`src/rtl/cache_fill_ctrl.sv`:
```
// Miss-handling controller: picks a victim way, optionally writes back a dirty victim,
// issues a tagged LOAD, waits for the matching tag and fills the cache line. Option macro: VICTIM_WRITEBACK_EN.
module cache_fill_ctrl #(
  parameter int NUM_WAYS = 4,
  parameter int WAY_W    = $clog2(NUM_WAYS),
  parameter int ADDR_W   = 32,
  parameter int DATA_W   = 64,
  parameter int MTAG_W   = 4
) (
  input  logic              clock,
  input  logic              reset,
  input  logic              miss_valid,
  input  logic [ADDR_W-1:0] miss_addr,
  output logic              miss_ready,
  output logic              repl_req,
  input  logic [WAY_W-1:0]  repl_way,
  input  logic              victim_dirty,
  input  logic [ADDR_W-1:0] victim_addr,
  input  logic [DATA_W-1:0] victim_data,
  output logic [1:0]        proc2mem_command,
  output logic [ADDR_W-1:0] proc2mem_addr,
  output logic [DATA_W-1:0] proc2mem_data,
  input  logic [MTAG_W-1:0] mem2proc_response,
  input  logic [MTAG_W-1:0] mem2proc_tag,
  input  logic [DATA_W-1:0] mem2proc_data,
  output logic              fill_valid,
  output logic [WAY_W-1:0]  fill_way,
  output logic [ADDR_W-1:0] fill_addr,
  output logic [DATA_W-1:0] fill_data,
  output logic              use_valid,
  output logic [WAY_W-1:0]  use_way
);

  typedef enum logic [2:0] {IDLE, VICTIM, WB, REQ, WAIT, FILL} state_t;

  localparam logic [1:0] CMD_NONE  = 2'd0;
  localparam logic [1:0] CMD_LOAD  = 2'd1;
  localparam logic [1:0] CMD_STORE = 2'd2;

  state_t              state_q, state_d;
  logic [ADDR_W-1:0]   missAddr_q, missAddr_d;
  logic [WAY_W-1:0]    way_q, way_d;
  logic [MTAG_W-1:0]   tag_q, tag_d;
  logic [DATA_W-1:0]   lineData_q, lineData_d;
`ifdef VICTIM_WRITEBACK_EN
  logic [ADDR_W-1:0]   victimAddr_q, victimAddr_d;
  logic [DATA_W-1:0]   victimData_q, victimData_d;
`else
  logic                unusedVictim;
  assign unusedVictim = ^{victim_dirty, victim_addr, victim_data};
`endif

  always_ff @(posedge clock) begin
    if (reset) begin
      state_q    <= IDLE;
      missAddr_q <= '0;
      way_q      <= '0;
      tag_q      <= '0;
      lineData_q <= '0;
`ifdef VICTIM_WRITEBACK_EN
      victimAddr_q <= '0;
      victimData_q <= '0;
`endif
    end else begin
      state_q    <= state_d;
      missAddr_q <= missAddr_d;
      way_q      <= way_d;
      tag_q      <= tag_d;
      lineData_q <= lineData_d;
`ifdef VICTIM_WRITEBACK_EN
      victimAddr_q <= victimAddr_d;
      victimData_q <= victimData_d;
`endif
    end
  end

  always_comb begin
    state_d          = state_q;
    missAddr_d       = missAddr_q;
    way_d            = way_q;
    tag_d            = tag_q;
    lineData_d       = lineData_q;
`ifdef VICTIM_WRITEBACK_EN
    victimAddr_d     = victimAddr_q;
    victimData_d     = victimData_q;
`endif
    miss_ready       = 1'b0;
    repl_req         = 1'b0;
    proc2mem_command = CMD_NONE;
    proc2mem_addr    = '0;
    proc2mem_data    = '0;
    fill_valid       = 1'b0;
    fill_way         = '0;
    fill_addr        = '0;
    fill_data        = '0;
    use_valid        = 1'b0;
    use_way          = '0;

    unique case (state_q)
      IDLE: begin
        miss_ready = 1'b1;
        if (miss_valid) begin
          missAddr_d = miss_addr;
          state_d    = VICTIM;
        end
      end
      VICTIM: begin
        repl_req = 1'b1;
        way_d    = repl_way;
        state_d  = REQ;
`ifdef VICTIM_WRITEBACK_EN
        victimAddr_d = victim_addr;
        victimData_d = victim_data;
        if (victim_dirty) state_d = WB;
`endif
      end
      WB: begin
`ifdef VICTIM_WRITEBACK_EN
        proc2mem_command = CMD_STORE;
        proc2mem_addr    = victimAddr_q;
        proc2mem_data    = victimData_q;
        if (mem2proc_response != '0) state_d = REQ;
`else
        state_d = REQ;
`endif
      end
      REQ: begin
        proc2mem_command = CMD_LOAD;
        proc2mem_addr    = missAddr_q;
        if (mem2proc_response != '0) begin
          tag_d   = mem2proc_response;
          state_d = WAIT;
        end
      end
      WAIT: begin
        // Only a registered, nonzero tag can match, so a same-cycle return during REQ is never taken.
        if ((tag_q != '0) && (mem2proc_tag == tag_q)) begin
          lineData_d = mem2proc_data;
          state_d    = FILL;
        end
      end
      FILL: begin
        fill_valid = 1'b1;
        fill_way   = way_q;
        fill_addr  = missAddr_q;
        fill_data  = lineData_q;
        use_valid  = 1'b1;
        use_way    = way_q;
        state_d    = IDLE;
      end
      default: state_d = IDLE;
    endcase
  end

endmodule

```
`config.mk`:
```
export PLATFORM = sky130hd
export DESIGN_NAME = cache_fill_ctrl
export DESIGN_NICKNAME = d
export VERILOG_FILES = /design/src/rtl/cache_fill_ctrl.sv
export SDC_FILE = /design/constraint.sdc
export NUM_CORES = 1
export LEC_CHECK = 0
export BUFFER_PORTS_ARGS = -buffer_cell sky130_fd_sc_hd__buf_2
export CORE_AREA = 2 2 157 159
export DETAILED_ROUTE_END_ITERATION = 6
export DIE_AREA = 0 0 159 161
export PLACE_DENSITY = 0.49
export SLEW_MARGIN = 20
export SYNTH_ARGS = -nofsm -noshare
export SYNTH_HDL_FRONTEND = slang
export SYNTH_SLANG_ARGS = --single-unit
```
`constraint.sdc`:
```
create_clock -name clock -period 1.9 [get_ports clock]
set_input_delay 0.19 -clock clock [delete_from_list [all_inputs] [get_ports clock]]
set_output_delay 0.19 -clock clock [all_outputs]
set_load 0.03 [all_outputs]
```
==> metrics.md, run 1 <==
| Metric | Value |
|---|---|
| Ratio of cells with drive above 1 in the final layout | 31.5% |
| Clk_lat worst skew | 0.35 ns |
| Unrepaired setup endpoints after global routing | yes |
| Synthesized area | 0.00575 mm² |
| Maximum clock insertion buffer count | 2 |
| Final Core Density | 31.4% |
| Core Area | 0.0240 mm² |
| Ys flop type | dfxtp_1 |
| Tot GR Track Use | 11.8% |
| Worst-path clk slew | 0.07 ns |
| Fin crit period | 1.83 ns |
| Min-Delay Startpoint | miss_addr[5] |
| CTS sink cnt | 105 |
| H-tree depth | 3 |
| Status | finished clean |
| Sum of negative setup slack | 0 ns |
| NumNets Final | 1102 |
| Peak supply drop | 0.000285 V |
| Die W | 159 µm |
| Fraction of registers with async set/reset | 0% |
| Post-synth EDFFs | 0 |
| Ys Warns | 0 |
| Post-DR wirelength/cell | 12.9 µm |
| P per Cell Area | 670 mW/mm² |
| Clock root buffer | clkbuf_16 |
| DR vias/cell | 3.91 |
| Met3 WL | 1.16 mm |
| Crit. End Element | output port |
| Reg2reg path depth | 6 |
| Vias in the first global route | 4612 |
| Reg2reg start | tag_q[3]$_SDFFE_PP0P_ |
| Setup ws final | 0.0741 ns |
| Cell area after layout | 0.00752 mm² |
| Total Power | 5.04 mW |
| Die ar. | 0.0256 mm² |
| Port Buffers | 245 |
| GP Congestion | 0.710 |
| Mean post-synth cell area | 8.53 µm² |
| Min-Delay Path Class | in2reg |
| Hpwl dp | 10.4 mm |
| Sequential element share of the synthesized area | 36.5% |
| Die H | 161 µm |
| Post-synth top area cell | dfxtp_1 |
| Fin cells | 1227 |
| Total iterations of the first detailed-routing run | 4 |
| DRC Markers | 0 |
| Reg2Reg Setup Slack | 0.19 ns |
| Grt ovf | 0 |
| Initial DRC count | 178 |
| Area post-placement | 0.00702 mm² |
| Fmax | 548 MHz |
| Largest net degree at the start of global routing | 72 |
| Post-Route M1 WL | 7.26 mm |
| Critical path type | reg2out |
| Clock Skews | 0.00529 ns |
| First-pass GRT wire length | 24.1 mm |
| Final ANT Viol Nets | 0 |
| Tcrit/Tclk final | 96.1% |
| Reg2Reg Capture Point | lineData_q[6]$_SDFFE_PP0P_ |
| Synth cell types | 27 |
| Routed wire length | 15.8 mm |
| FF+latch count, synth | 105 |
| Final Hold Violating Endpoints | 0 |
| Largest fanout on the critical path | 29 |
| Setup-failing EPs final | 0 |
| Cts hold-fix bufs | 0 |
| MaxCap Viol Count | 0 |
| Vias | 4797 |
| Synth area leaders | dfxtp_1, and2_1, nand2b_1 |
| Critical path arrival | 1.64 ns |
| Layout area overhead | 30.7% |
| Worst Path Required | 1.71 ns |
| Core Rows | 57 |
| Initial antenna violation count | 3 |
| IO Pins | 408 |
| Yosys top cell area share | 36.5% |
| Max Used Layer | met4 |
| CTS buffer count | 9 |
| Max-slew violations | 0 |
| Pleak | 3.92 nW |
| Initial Utilization | 24.0% |
| Hold depth | 3 |
| Hold_ws | 0.0711 ns |
| WL met2 | 7.19 mm |
| CP Launch Type | flop |
| Post-Syn Instances | 674 |
| Cells after DPL | 1204 |
| Hold Path Sink | missAddr_q[5]$_SDFFE_PP0P_ |
| CTS tree | yes |
| DP Worst Slack | 0.158 ns |
==> cell families (layout without fill, tap and decap cells) <==
logic type / count (synthesis) / in the layout / share of synthesized area (%)
other cells: 1 / 67 / 0.0652
flops: 105 / 105 / 36.5
mux: 66 / 66 / 11.5
xor+xnor: 4 / 4 / 0.609
buf+inv: 116 / 279 / 13.4
simple gates: 343 / 343 / 34.2
compound gates: 39 / 39 / 3.70
==> state kept, by name, indices dropped and copies added (netlist names) <==
register / flops
tag_q: 4
state_q: 3
lineData_q: 64
way_q: 2
missAddr_q: 32
==> critical path, cell delays in order, from the launching register on <==
cell and delay, ns:
dfxtp_2 0.35, and3b_2 0.34, buf_12 0.18, and2_1 0.19, buf_2 0.22
==> report_power, final <==
group          internal [mW]  total, mW  switching, mW
logic                  0.272      0.767          0.495
clock network           1.06       1.94          0.876
registers               2.27       2.33         0.0572
total                   3.61       5.04           1.43
==> worst max path at each step <==
stage / from / endpoint / slack, ns
2_1_floorplan: state_q[0]$_SDFFE_PP0P_ / way_q[0]$_SDFFE_PP0P_ / 0.13
3_3_place_gp: tag_q[2]$_SDFFE_PP0P_ / lineData_q[45]$_SDFFE_PP0P_ / 0.13
3_5_place_dp: tag_q[2]$_SDFFE_PP0P_ / lineData_q[58]$_SDFFE_PP0P_ / 0.16
4_1_cts: state_q[2]$_SDFFE_PP0P_ / fill_way[1] / -0.007
5_1_grt: state_q[1]$_SDFFE_PP0P_ / fill_data[31] / -0.02
6_report: state_q[1]$_SDFFE_PP0P_ / fill_way[1] / 0.07
==> per-layer routing <==
layer	up-vias	GRT usage [%]
met5	-	0
met4	0	4.05
met3	10	3.13
met2	205	19.6
met1	2145	15.0
li1	2437	-
==> placed cells by master, fill, tap and decap left out, types with 10 or more instances in the layout <==
master and count:
mux2i_1 66, and2_1 131, conb_1 65, dfxtp_1 102, clkbuf_4 11, nand2b_1 128
buf_4 43, a21oi_1 33, clkbuf_16 10, buf_2 200, nand2_1 67
==> cells in the mapped netlist, types with 4 or more instances <==
master,instances
clkbuf_1,34
and2_1,130
nand2b_1,128
buf_8,6
buf_4,68
nand2_1,67
nor2_1,7
a22oi_1,4
a21oi_1,33
mux2i_1,66
buf_2,6
dfxtp_1,105
==> area by class of cell <==
class	count	area, µm²
repair buffers	262	1570
well taps	324	405
multi-input cells	517	3130
diodes	2	5.00
clock inverters	4	52.6
flip-flops and latches	105	2110
fillers	2634	16400
clock buffers	12	246
inverters	1	3.75
==> timing repair <==
action / 4_1_cts / 5_1_grt
buffers inserted: 1 / 3
endpoints found under the setup margin: 117 / 103
resized for setup: 33 / 30
pin swaps: 0 / 2
gates cloned: 1 / 1
Power figures use the tool's default switching activity.
==> run 2, diff against run 1 <==
- BUFFER_PORTS_ARGS: -buffer_cell sky130_fd_sc_hd__buf_2 -> not set
- DONT_BUFFER_PORTS: not set -> 1
- PLACE_DENSITY: 0.49 -> 0.34
==> run 2 against run 1 <==
  * Global-route usage about the same
  * Non-clock buffer count fell by 97
  * Wire length is 7.7% higher
  * Sequential power hardly changed
  * Fmax shrank 0.91%
  * Count of clock-buffer cells in the layout fell by 2
  * Sequential share of layout area down 1.1 points
  * Via count shrank 3.7%
  * Cell count decreased by 8.1%
  * Critical path type unchanged
  * Largest cell class unchanged
==> metrics.md, run 2 (synthesis gave the netlist of run 1 again) <==
| Metric | Value |
|---|---|
| CP peak stage delay | 0.39 ns |
| Vias in the first global route | 4578 |
| H-tree depth | 3 |
| Core Area | 0.0240 mm² |
| Hold_ws | 0.0148 ns |
| CTS tree | yes |
| Cell area after layout | 0.00782 mm² |
| Final ANT Viol Nets | 0 |
| Final Core Density | 32.6% |
| Setup-failing EPs final | 0 |
| Fin crit period | 1.84 ns |
| Layout area overhead | 35.9% |
| Die W | 159 µm |
| Total iterations of the first detailed-routing run | 4 |
| DR vias/cell | 4.10 |
| Unrepaired setup endpoints after global routing | yes |
| First-pass GRT wire length | 24.3 mm |
| Filler Cell Count | 2488 |
| Die H | 161 µm |
| Routed wire length | 17.0 mm |
| Number of flip-flops in the largest register | 64 |
| Worst-path clk slew | 0.07 ns |
| GP Congestion | 0.710 |
| Clock Skews | 0.00913 ns |
| Peak supply drop | 0.000385 V |
| Clock root buffer | clkbuf_16 |
| Critical path type | reg2out |
| Tcrit/Tclk final | 97.0% |
| Total Power | 4.97 mW |
| P per Cell Area | 636 mW/mm² |
| Tot GR Track Use | 11.9% |
| Pleak | 3.54 nW |
| Vias | 4621 |
| Fin cells | 1128 |
| Core Rows | 57 |
| DP Worst Slack | 0.133 ns |
| WL met2 | 8.35 mm |
| Largest net degree at the start of global routing | 128 |
| Setup ws final | 0.0574 ns |
| Grt ovf | 0 |
| Min-Delay Path Class | in2reg |
| Largest fanout on the critical path | 20 |
| Max-slew violations | 0 |
| Initial DRC count | 182 |
| Initial Utilization | 24.0% |
| Initial antenna violation count | 0 |
| MaxCap Viol Count | 0 |
| Most common cell after layout, fill and taps aside | nand2b_1 |
| CP max stage cell | and3b_4 |
| Largest Register | lineData_q |
| Largest registers | lineData_q (64), missAddr_q (32), tag_q (4) |
| Most frequent cells in the layout | nand2b_1, dlygate4sd3_1, dfxtp_1 |
| CP Launch Type | flop |
| Ratio of cells with drive above 1 in the final layout | 18.0% |
| Final Hold Violating Endpoints | 0 |
| Cells after DPL | 999 |
| Port Buffers | 0 |
| Post-Route M1 WL | 7.17 mm |
| Met3 WL | 1.32 mm |
| ANT cells | 0 |
| Max Used Layer | met4 |
| Critical path arrival | 1.65 ns |
| Fmax | 543 MHz |
| Crit. End Element | output port |
| Die ar. | 0.0256 mm² |
| CTS buffer count | 9 |
| Clk_lat worst skew | 0.36 ns |
| IO Pins | 408 |
| CP Cell Sequence | and3b_4 -> buf_4 -> clkbuf_16 -> and2_4 |
| NumNets Final | 1005 |
| DRC Markers | 0 |
| Worst Path Required | 1.71 ns |
| Sum of negative setup slack | 0 ns |
| Area post-placement | 0.00618 mm² |
| Maximum clock insertion buffer count | 2 |
| Hpwl dp | 10.1 mm |
| Post-DR wirelength/cell | 15.1 µm |
| CTS sink cnt | 105 |
| Status | finished clean |
run 2: cell types whose count changed in the layout (fill, tap and decap cells not counted), sizes merged, moves of 2 or more:
cell,previous run,this run
buf,250,58
dlygate4sd3,0,102
clkbuf,24,15
clkinv,0,4
clkinvlp,3,1
diode,2,0
run 2: critical path: cells and delay by family, from the launching register on:
kind,cells,cell delay (ns)
buffers and inverters,2,0.33
AND/OR/NAND/NOR,2,0.60
flip-flops,1,0.36
run 2: path summary, 6_finish.rpt:
check,endpoint,from,slack [ns],cells past startpoint
setup reg to reg,missAddr_q[21]$_SDFFE_PP0P_,state_q[2]$_SDFFE_PP0P_,0.13,6
hold / removal,lineData_q[39]$_SDFFE_PP0P_,mem2proc_data[39],0.01,2
hold reg to reg,lineData_q[10]$_SDFFE_PP0P_,lineData_q[10]$_SDFFE_PP0P_,0.47,2
setup / recovery,fill_data[49],state_q[1]$_SDFFE_PP0P_,0.06,4
run 2: final cells by class:
type                       instances  area (µm²)  area share, %
timing repair buffer             165        1780           22.7
tap                              324         405           5.18
sequential                       105        2110           26.9
inverter                           1        3.75         0.0480
clock inverter                     6        43.8          0.560
multi-input combinational        517        3250           41.6
clock buffer                      10         229           2.93
run 2: where the power goes:
group	switching [mW]	leakage, nW	internal, mW	total (mW)
clock network	0.892	0.133	0.896	1.79
logic	0.487	2.56	0.359	0.847
registers	0.0639	0.851	2.28	2.34
run 2: layer usage:
metal,vias up,global-route usage [%]
met5,-,0
met4,0,3.35
met3,13,4.26
met2,188,21.0
met1,2186,13.5
li1,2234,-
run 2: repair_timing:
| item | in CTS | in global routing |
|---|---|---|
| buffers inserted | 0 | 4 |
| pin swaps | 0 | 2 |
| setup endpoints to repair | 105 | 111 |
| hold buffers | 103 | 0 |
| cloned | 0 | 6 |
| resized for setup | 59 | 48 |
| hold endpoints to repair | 103 | 0 |
==> run 3, diff against run 2 <==
- CORE_AREA: 2 2 157 159 -> 2 2 158 160
- DIE_AREA: 0 0 159 161 -> 0 0 160 162
==> run 3 against run 2 <==
  * Wire length decreased by 4.2%
  * Power increased by 0.37%
  * Core utilization decreased by 0.46 points
  * Count of clock-buffer cells in the layout increased by 2
  * Hold slack got worse by 0.00068 ns
  * Clock skew increased by 0.0022 ns
  * Critical path type unchanged
  * Largest power group unchanged
==> metrics.md, run 3 (synthesis gave the netlist of run 1 again) <==
| Metric | Value |
|---|---|
| Status | finished clean |
| Filler Cell Count | 2511 |
| Largest Register | lineData_q |
| Final ANT Viol Nets | 0 |
| Sum of negative setup slack | 0 ns |
| Area post-placement | 0.00605 mm² |
| Critical path arrival | 1.67 ns |
| Die ar. | 0.0259 mm² |
| GP Congestion | 0.722 |
| Vias in the first global route | 4666 |
| Ratio of cells with drive above 1 in the final layout | 21.8% |
| CTS tree | yes |
| Die W | 160 µm |
| Tot GR Track Use | 12.2% |
| Grt ovf | 0 |
| Clock root buffer | clkbuf_16 |
| Die H | 162 µm |
| Cell area after layout | 0.00775 mm² |
| Worst-path clk slew | 0.08 ns |
| DR vias/cell | 4.05 |
| ANT cells | 0 |
| Fin crit period | 1.86 ns |
| CP peak stage delay | 0.38 ns |
| Slew @ Worst Pin | 0.513 ns |
| Hpwl dp | 10.1 mm |
| Number of flip-flops in the largest register | 64 |
| Clk_lat worst skew | 0.35 ns |
| Clock Skews | 0.0113 ns |
| Critical path type | reg2out |
| Setup ws final | 0.0371 ns |
| First-pass GRT wire length | 25.0 mm |
| P per Cell Area | 644 mW/mm² |
| Layout area overhead | 34.8% |
| Largest fanout on the critical path | 38 |
| Max-slew violations | 0 |
| Most frequent cells in the layout | nand2b_1, dfxtp_1, dlygate4sd3_1 |
| Largest net degree at the start of global routing | 130 |
| Initial DRC count | 118 |
| Worst Path Required | 1.71 ns |
| Peak supply drop | 0.000477 V |
| Crit. End Element | output port |
| CP Launch Type | flop |
| IO Pins | 408 |
| Total iterations of the first detailed-routing run | 4 |
| CP max stage cell | and3b_4 |
| CP bufs+invs | 2 |
| Final Core Density | 32.2% |
| CP top delay family | simple AND/OR/NAND/NOR gates |
| Fmax | 537 MHz |
| Initial Utilization | 23.9% |
| NumNets Final | 994 |
| CTS buffer count | 9 |
| H-tree depth | 3 |
| MaxCap Viol Count | 0 |
| DP Worst Slack | 0.131 ns |
| CTS sink cnt | 105 |
| Final Hold Violating Endpoints | 0 |
| Tcrit/Tclk final | 98.0% |
| Setup-failing EPs final | 0 |
| Vias | 4521 |
| Unrepaired setup endpoints after global routing | yes |
| Port Buffers | 0 |
| Core Area | 0.0241 mm² |
| DRC Markers | 0 |
| Initial antenna violation count | 0 |
| Min-Delay Path Class | in2reg |
| Pleak | 3.52 nW |
| CP Cell Sequence | and3b_4 -> buf_12 -> buf_16 -> and2_2 |
| Maximum clock insertion buffer count | 2 |
| Largest registers | lineData_q (64), missAddr_q (32), tag_q (4) |
| Slew headroom | 65.8% |
| Routed wire length | 16.3 mm |
| Most common cell after layout, fill and taps aside | nand2b_1 |
| Post-DR wirelength/cell | 14.6 µm |
| Core Rows | 57 |
## run 3: final cells by class
cell class / instances / area (µm²) / share of cell area, %
Multi-Input combinational cell: 517 / 3320 / 42.8
Sequential cell: 105 / 2110 / 27.2
Timing Repair Buffer: 154 / 1630 / 21.1
Tap cell: 324 / 405 / 5.23
Clock buffer: 12 / 246 / 3.18
Clock inverter: 4 / 35.0 / 0.452
Inverter: 1 / 3.75 / 0.0484
## run 3: report_power, final
| group | total [mW] | switching, mW | internal (mW) |
|---|---|---|---|
| registers | 2.33 | 0.0588 | 2.28 |
| clock network | 1.83 | 0.890 | 0.944 |
| logic | 0.825 | 0.477 | 0.348 |
## run 3: final timing paths
kind / cells past startpoint / from / end / slack, ns
worst max-delay path: 4 / state_q[1]$_SDFFE_PP0P_ / fill_addr[16] / 0.04
worst min-delay path: 2 / mem2proc_data[62] / lineData_q[62]$_SDFFE_PP0P_ / 0.01
worst max register to register: 6 / tag_q[3]$_SDFFE_PP0P_ / lineData_q[60]$_SDFFE_PP0P_ / 0.12
worst min register to register: 2 / missAddr_q[26]$_SDFFE_PP0P_ / missAddr_q[26]$_SDFFE_PP0P_ / 0.47
## run 3: per-layer routing
layer	track usage (%)	share of wire, %
met5	0	0
met1	13.7	42
met3	4.52	7.6
met2	22.4	50
met4	2.21	0.72
## run 3: metrics by stage
stage / total power [mW] / hold slack [ns] / std cells
6_report: 4.99 / 0.0141 / 1117
5_1_grt: 5.28 / 0.00969 / 1117
4_1_cts: 5.12 / 0.00287 / 1115
3_5_place_dp: 2.99 / 0.285 / 992
3_3_place_gp: 2.98 / 0.294 / 992
2_1_floorplan: 2.99 / 0.326 / 738
## run 3: timing repair
item,4_1_cts,5_1_grt
setup buffers,3,1
setup endpoints to repair,100,61
resized for setup,129,34
hold buffers,101,0
hold endpoints to repair,103,0
pin swaps,1,1
gates cloned,3,1
## run 3: worst register-to-register path, cell delays in order (launching register included)
cell and delay [ns]:
dfxtp_1 0.34, nor4_1 0.28, nor4_1 0.09, buf_4 0.14
nand4_1 0.13, buf_12 0.37, mux2i_1 0.35
